File: src/rtl/univ_sr_pkg.sv
// Shared types for the universal shift register: operation modes,
// control FSM states and a small mode-classification helper.
package univ_sr_pkg;

  // Operation select; codes 6 and 7 are unused and treated as HOLD.
  typedef enum logic [2:0] {
    MODE_HOLD = 3'd0,
    MODE_SHR  = 3'd1,
    MODE_SHL  = 3'd2,
    MODE_LOAD = 3'd3,
    MODE_ROTR = 3'd4,
    MODE_ROTL = 3'd5
  } sr_mode_e;

  // Control FSM: IDLE until the first LOAD, ACTIVE while counting,
  // FULL once WIDTH shifts have been counted.
  typedef enum logic [1:0] {
    ST_IDLE   = 2'd0,
    ST_ACTIVE = 2'd1,
    ST_FULL   = 2'd2
  } sr_state_e;

  // True for the four modes that move data by one bit position.
  function automatic logic is_move(input logic [2:0] mode);
    return (mode == MODE_SHR)  || (mode == MODE_SHL) ||
           (mode == MODE_ROTR) || (mode == MODE_ROTL);
  endfunction

endpackage

File: src/rtl/univ_sr_ctrl.sv
// Control FSM for the universal shift register: counts shifts/rotates
// since the last LOAD (saturating at WIDTH) and emits a registered
// one-cycle done pulse when the count first reaches WIDTH.
module univ_sr_ctrl import univ_sr_pkg::*; #(
  parameter int WIDTH = 8,
  parameter int CNT_W = $clog2(WIDTH + 1)
) (
  input  logic             clk,
  input  logic             reset,
  input  logic [2:0]       mode_i,
  output logic [CNT_W-1:0] cnt_o,
  output logic             done_o
);

  localparam logic [CNT_W-1:0] LP_CNT_FULL = CNT_W'(WIDTH);

  sr_state_e        r_state;
  sr_state_e        w_state_next;
  logic [CNT_W-1:0] r_cnt;
  logic [CNT_W-1:0] w_cnt_next;
  logic             r_done;
  logic             w_done_next;
  logic             w_move;

  assign w_move = is_move(mode_i);

  // State, counter and done pulse registers with asynchronous reset.
  always_ff @(posedge clk or posedge reset) begin
    if (reset) begin
      r_state <= ST_IDLE;
      r_cnt   <= '0;
      r_done  <= 1'b0;
    end else begin
      r_state <= w_state_next;
      r_cnt   <= w_cnt_next;
      r_done  <= w_done_next;
    end
  end

  // Next-state, next-count and done decode; HOLD/invalid codes keep everything.
  always_comb begin
    w_state_next = r_state;
    w_cnt_next   = r_cnt;
    w_done_next  = 1'b0;
    if (mode_i == MODE_LOAD) begin
      w_state_next = ST_ACTIVE;
      w_cnt_next   = '0;
    end else if (w_move) begin
      case (r_state)
        ST_ACTIVE: begin
          w_cnt_next = r_cnt + 1'b1;
          if (w_cnt_next == LP_CNT_FULL) begin
            w_state_next = ST_FULL;
            w_done_next  = 1'b1;
          end
        end
        ST_FULL: begin
          // Data keeps moving in the datapath; the count stays pinned.
          w_cnt_next = LP_CNT_FULL;
        end
        default: begin
          // IDLE: moves are not counted until a LOAD has happened.
          w_state_next = r_state;
        end
      endcase
    end
  end

  assign cnt_o  = r_cnt;
  assign done_o = r_done;

endmodule

File: src/rtl/univ_shift_reg.sv
// Universal shift register: hold, shift right/left with serial inputs,
// rotate right/left and parallel load, plus a shift counter with a
// done pulse (in univ_sr_ctrl).
// Optional feature: define SR_PARITY_EN to add a registered even-parity
// output parity_o covering all register bits.
module univ_shift_reg import univ_sr_pkg::*; #(
  parameter int WIDTH = 8,
  parameter int CNT_W = $clog2(WIDTH + 1)
) (
  input  logic             clk,
  input  logic             reset,
  input  logic [2:0]       mode_i,
  input  logic             sin_r_i,
  input  logic             sin_l_i,
  input  logic [WIDTH-1:0] pdata_i,
  output logic [WIDTH-1:0] sr_o,
  output logic             sout_r_o,
  output logic             sout_l_o,
  output logic [CNT_W-1:0] cnt_o,
  output logic             done_o
`ifdef SR_PARITY_EN
  ,
  output logic             parity_o
`endif
);

  logic [WIDTH-1:0] r_sr;
  logic [WIDTH-1:0] w_sr_next;

  // Next register value selected by the operation mode.
  always_comb begin
    w_sr_next = r_sr;
    case (mode_i)
      MODE_SHR:  w_sr_next = {sin_r_i, r_sr[WIDTH-1:1]};
      MODE_SHL:  w_sr_next = {r_sr[WIDTH-2:0], sin_l_i};
      MODE_ROTR: w_sr_next = {r_sr[0], r_sr[WIDTH-1:1]};
      MODE_ROTL: w_sr_next = {r_sr[WIDTH-2:0], r_sr[WIDTH-1]};
      MODE_LOAD: w_sr_next = pdata_i;
      default:   w_sr_next = r_sr;
    endcase
  end

  // Data register with asynchronous clear.
  always_ff @(posedge clk or posedge reset) begin
    if (reset) begin
      r_sr <= '0;
    end else begin
      r_sr <= w_sr_next;
    end
  end

  assign sr_o     = r_sr;
  assign sout_r_o = r_sr[0];
  assign sout_l_o = r_sr[WIDTH-1];

`ifdef SR_PARITY_EN
  logic r_parity;

  // Parity computed from the next value so it updates with sr_o.
  always_ff @(posedge clk or posedge reset) begin
    if (reset) begin
      r_parity <= 1'b0;
    end else begin
      r_parity <= ^w_sr_next;
    end
  end

  assign parity_o = r_parity;
`endif

  univ_sr_ctrl #(
    .WIDTH (WIDTH),
    .CNT_W (CNT_W)
  ) u_ctrl (
    .clk    (clk),
    .reset  (reset),
    .mode_i (mode_i),
    .cnt_o  (cnt_o),
    .done_o (done_o)
  );

endmodule

File: config.mk
export PLATFORM = sky130hd
export DESIGN_NAME = univ_shift_reg
export DESIGN_NICKNAME = d
export VERILOG_FILES = /design/src/rtl/univ_sr_pkg.sv /design/src/rtl/univ_sr_ctrl.sv /design/src/rtl/univ_shift_reg.sv
export SDC_FILE = /design/constraint.sdc
export NUM_CORES = 1
export LEC_CHECK = 0
export CAP_MARGIN = 20
export CORE_MARGIN = 2
export CORE_UTILIZATION = 50
export DETAILED_ROUTE_END_ITERATION = 10
export PLACE_DENSITY = 0.81
export SLEW_MARGIN = 20
export SYNTH_ARGS = -nofsm -noshare
export SYNTH_HDL_FRONTEND = slang
export SYNTH_SLANG_ARGS = --single-unit
File: constraint.sdc
create_clock -name clk -period 2.5 [get_ports clk]
set_clock_uncertainty 0.05 [all_clocks]
set_input_delay 0.25 -clock clk [delete_from_list [all_inputs] [get_ports clk]]
set_output_delay 0.25 -clock clk [all_outputs]
set_load 0.005 [all_outputs]
# --- Word-level counts from Yosys, hierarchy flattened ---
# Cells that the tools add are included.
totals:
  ff_bits: 15
  inputBits: 15
  word_cells: 35
classes:
  n_addsub: 1
  eq_ne: 8
  mux: 12
  reduce_logical: 10
ops:
  columns: ["operator", "n"]
  rows:
  - ["case mux 8 bit (5 select lines)", 1]
  - ["two-way mux 2 bit", 4]
  - ["two-way mux 4 bit", 2]
  - ["case mux 4 bit (2 select lines)", 1]
  - ["equality test 3 x 2 -> 1 bit, second input constant", 2]
  - ["equality test 3 bit, second input constant", 2]
  - ["nonzero test 2 bit", 3]
  - ["nonzero test 5 bit", 1]
  - ["adder 4 x 1 -> 4 bit, second input constant", 1]
  - ["equality test 4 bit, second input constant", 1]
  - ["two-way mux 1 bit", 4]
  - ["equality test 3 x 1 -> 1 bit, second input constant", 1]
  - ["logical OR 1 bit", 3]
  - ["AND reduction 3 bit", 1]
  - ["nonzero test 3 bit", 1]
  - ["equality test 2 x 1 -> 1 bit, second input constant", 1]
  - ["equality test 2 bit, second input constant", 1]
  - ["AND reduction 2 bit", 1]

# --- Longest topological paths before layout ---
depth:
  ltp_word: 6
  depth_mapped: 5
  depth_no_buf: 5

# --- Modules after synthesis ---
# A second synthesis with hierarchy kept.
hier_totals:
  cells_unflattened: 108
  hier_area_um2: 1011.0
modules_own_cells:
  columns: ["mod", "instances", "cells_each", "area_per_inst_um2", "seq_area_each_um2"]
  rows:
  - ["univ_shift_reg", 1, 69, 613.1, 200.2]
  - ["univ_sr_ctrl", 1, 39, 397.9, 175.2]

# --- Worst setup path after synthesis ---
# OpenSTA, ideal clock, no wires.
synth_path:
  kind: "register to register"
  start: "register u_ctrl.r_state[0]"
  end: "register u_ctrl.r_cnt[2], in the netlist u_ctrl.cnt_o[2]"
  arrival_time_ns: 1.184
  required_time_ns: 2.328
  slack_ns: 1.144
  stages_incl_launch_ff: 6
  path_buffers: 0
  period_less_slack_ns: 1.356
  path_cell_list: "dfrtp_1 -> inv_1 -> ha_1 -> inv_1 -> o2111ai_1 -> a32o_1"
synth_via:
  elab_chain_cells: 4
  word_cells_on_any_way: 7
  classes_between: "2 x eq/ne; 3 x mux; 2 x reduce/logical"
synth_lines:
  columns: ["item", "line_no", "text"]
  rows:
  - ["from (decl)", "univ_sr_ctrl.sv:17", "sr_state_e r_state;"]
  - ["from (signal assigned)", "univ_sr_ctrl.sv:34", "r_state <= w_state_next;"]
  - ["equality test 2 bit / equality test 2 x 1 -> 1 bit (equally long branches)", "univ_sr_ctrl.sv:49", "case (r_state)"]
  - ["case mux 4 bit (2 select lines)", "univ_sr_ctrl.sv:49", null]
  - ["two-way mux 4 bit", "univ_sr_ctrl.sv:48", "end else if (w_move) begin"]
  - ["two-way mux 4 bit", "univ_sr_ctrl.sv:45", "if (mode_i == MODE_LOAD) begin"]
  - ["to (signal assigned)", "univ_sr_ctrl.sv:35", "r_cnt <= w_cnt_next;"]
  - ["to (decl)", "univ_sr_ctrl.sv:19", "logic [CNT_W-1:0] r_cnt;"]
# Parallel ways exist; a longest one is shown, timed or not. The select of a mux whose other input is x is not followed.
# A chain may end at the register's enable or synchronous reset.

# --- Worst setup path after layout ---
layout_path:
  start: "input mode_i[0]"
  end: "register r_sr[5], in the netlist sr_o[5]"
layout_via:
  elab_chain_cells: 2
  word_cells_on_any_way: 7
  classes_between: "5 x eq/ne; 1 x mux; 1 x reduce/logical"
layout_lines:
  columns: ["item", "line_no", "text"]
  rows:
  - ["from (decl)", "univ_shift_reg.sv:12", "input logic [2:0] mode_i,"]
  - ["equality test 3 x 2 -> 1 bit, or another cell as far along", "univ_shift_reg.sv:33", "case (mode_i)"]
  - ["case mux 8 bit (5 select lines) / nonzero test 5 bit (equally long branches)", null, null]
  - ["to (signal assigned)", "univ_shift_reg.sv:48", "r_sr <= w_sr_next;"]
  - ["to (decl)", "univ_shift_reg.sv:27", "logic [WIDTH-1:0] r_sr;"]
# Parallel ways exist; a longest one is shown, timed or not.

==> run_results.csv <==
group,metric,value,unit
clock_network,path_clk_slew,0.10,ns
floorplan,die_w,49.8,µm
synthesis,yosysWarnings,0,
synthesis,yosys.area.top_type,"dfrtp_1",
clock_network,htreeDepth,1,
finish,layout.cells.non_filler,163,
run_status,status,"finished, final reports clean",
clock_network,ctsRootBufferMaster,"clkbuf_4",
synthesis,synth_top_cells_by_count,"dfrtp_1, o21ai_0, nand3_1",
power_and_ir_drop,ir_drop,0.453,mV
timing,hold_viol_final,0,
synthesis,yosysMostFrequentCell,"dfrtp_1",
synthesis,synth_cell_types,41,
finish,drive_gt1_share,8.09,%
hold_path,hp-class,"input pin to asynchronous set/reset pin",
clock_network,insertion_delay,0.29,ns
global_route,grt_pass1_wl,4460,µm
finish,antenna-diode-count,0,
drt,vias,970,
global_route,grt_max_degree,17,
floorplan,initial_core_util,53.5,%
timing,worstMarginPinSlew,0.560,ns
clock_network,clock_sinks,15,
power_and_ir_drop,power.leakage,0.576,nW
floorplan,io_pins,30,
clock_network,hold_buffers,0,
worst_setup_path,path_class,"input pin to register",
synthesis,synth-edff-count,0,
synthesis,ys_seq_area_share,35.8,%
timing,max_slew_margin,62.6,%
placed_design,place_congestion,0.896,
timing,slew_violations,0,
global_route,grt_overflow,0,
timing,period_share,70.9,%
timing,post-route-worst-setup-slack,0.729,ns
synthesis,synthFlopType,"dfrtp_1",
clock_network,post-cts-setup-buffers,0,
floorplan,die_y,49.8,µm
synthesis,postSynthAreaPerCell,9.54,µm²
synthesis,synth.top_cell.area_share,35.8,%
global_route,antenna_found_initial,0,
finish,nets,155,
finish,area_growth,29.0,%
synthesis,ys_seq_elements,15,
placed_design,dpl.hpwl,1900,µm
placed_design,placed_cells,159,
global_route,grt_pass1_vias,1003,
worst_setup_path,crit_fanout,14,
worst_setup_path,startpoint_type,"input pin",
drt,firstDrtPassIters,4,
timing,setup_viol,0,
floorplan,coreArea,1960,µm²
drt,drc,0,
run,cap_violations,0,
drt,via_per_inst,5.95,
finish,finalCoreUtilization,69.0,%
synthesis,synthCells,110,
worst_setup_path,end_kind,"register",
clock_network,cts_resized,0,
floorplan,die-area,2480,µm²
synthesis,async_flop_share,100,%
global_route,grt_use_total,23.5,%
drt,ant_nets,0,
floorplan,row_count,16,
clock_network,cts-buffers-inserted,3,
placed_design,dpl_worst_slack,0.422,ns
timing,fin_tns_setup,0,ns
power_and_ir_drop,power_density,696,nW/µm²
clock_network,cts_buffer_depth,2,
placed_design,numPortBuffers,29,
synthesis,synth_area_leaders,"dfrtp_1, mux2i_1, a221o_1",
worst_setup_path,worstPathArrival,1.90,ns
timing,rsz0062_at_grt,"false",
clock_network,cts_tree,"built",
timing,holdWs,0.248,ns
drt,wl_per_cell,15.5,µm
timing,layout_min_cycle_time,1.77,ns
synthesis,syn_nets,128,
drt,first_iter_violations,24,
timing,max_freq,565,MHz
drt,totalWireLength,2530,µm
worst_setup_path,crit_required,2.63,ns
synthesis,syn_area,1050,µm²
per-stage QoR:
step	power, W	instance area [µm²]
after floorplan	0.000607	1050
after global placement	0.000783	1330
after detailed placement	0.000796	1330
after CTS	0.000945	1350
after global routing	0.00102	1350
final	0.000943	1350
report_power, final:
part | internal (W) | leakage, nW | switching (W) | total, W
Clock | 0.0000595 | 0.0177 | 0.0000880 | 0.000147
Combinational | 0.000238 | 0.370 | 0.000174 | 0.000412
Sequential | 0.000307 | 0.189 | 0.0000758 | 0.000383
Total | 0.000605 | 0.576 | 0.000338 | 0.000943
registers in the layout (all words and copies together), names as in the netlist:
register	count
sr_o	8
u_ctrl.cnt_o	4
u_ctrl.r_state	2
u_ctrl.done_o	1
metal layers:
layer / up-vias / share of wire, % / wire [µm] / global-route usage, %
met1: 471 / 47 / 1190 / 32.0
met2: 25 / 48 / 1210 / 37.8
met5: - / 0 / 0 / 0
met3: 8 / 3.0 / 77 / 3.33
li1: 466 / - / - / -
met4: 0 / 2.3 / 57 / 8.33
layout by cell type (no fill, tap or decap), types with 2 or more instances in the layout:
cell type / count
a21oi_1: 4
a221o_1: 4
a32oi_1: 4
and2_1: 2
and3b_1: 2
buf_4: 2
clkbuf_4: 3
clkdlybuf4s50_1: 29
dfrtp_1: 15
ha_1: 3
inv_1: 6
mux2i_1: 6
nand2_1: 5
nand2b_1: 3
nand3_1: 7
nand4_1: 2
nor2_1: 2
nor2b_1: 2
o21ai_0: 8
o21ai_1: 3
o31ai_1: 2
o32ai_1: 2
xor2_1: 2
cell families (layout without fill, tap and decap cells):
kind of cell | after synthesis | after routing | synth area share (%)
buffers and inverters | 16 | 42 | 8.46
adders and majority gates | 3 | 3 | 3.58
and+or+nand+nor | 33 | 33 | 19.0
DFF | 15 | 15 | 35.8
xor gates and xnor gates | 2 | 2 | 1.67
AOI/OAI and AO/OA | 33 | 33 | 22.3
muxes | 8 | 8 | 9.30
critical path, cell delays in order:
cell and delay [ns]:
clkdlybuf4s50_1 0.80, buf_4 0.27, mux2i_1 0.19, o21ai_0 0.09
a221o_1 0.30
final timing paths:
| path | from | end | slack [ns] | depth (start not counted) |
|---|---|---|---|---|
| max reg2reg | u_ctrl.r_state[0] | u_ctrl.cnt_o[2] | 0.99 | 5 |
| min in group clk | u_ctrl.r_state[0] | u_ctrl.r_state[0] | 0.53 | 1 |
| min | reset | sr_o[2] | 0.25 | 2 |
| max | mode_i[0] | sr_o[5] | 0.73 | 5 |
| min reg2reg | u_ctrl.r_state[0] | u_ctrl.r_state[0] | 0.53 | 1 |
| max in group asynchronous | reset | sr_o[6] | 1.78 | 2 |
cell type report:
class                   instances  area (µm²)
repair buffers                 31         305
clock inverters                 1        5.00
fillers                       184         608
inverters                       7        26.3
multi-input cells              79         586
well taps                      27        33.8
flip-flops and latches         15         375
clock buffers                   3        22.5
(Power assumes the default switching activity.)
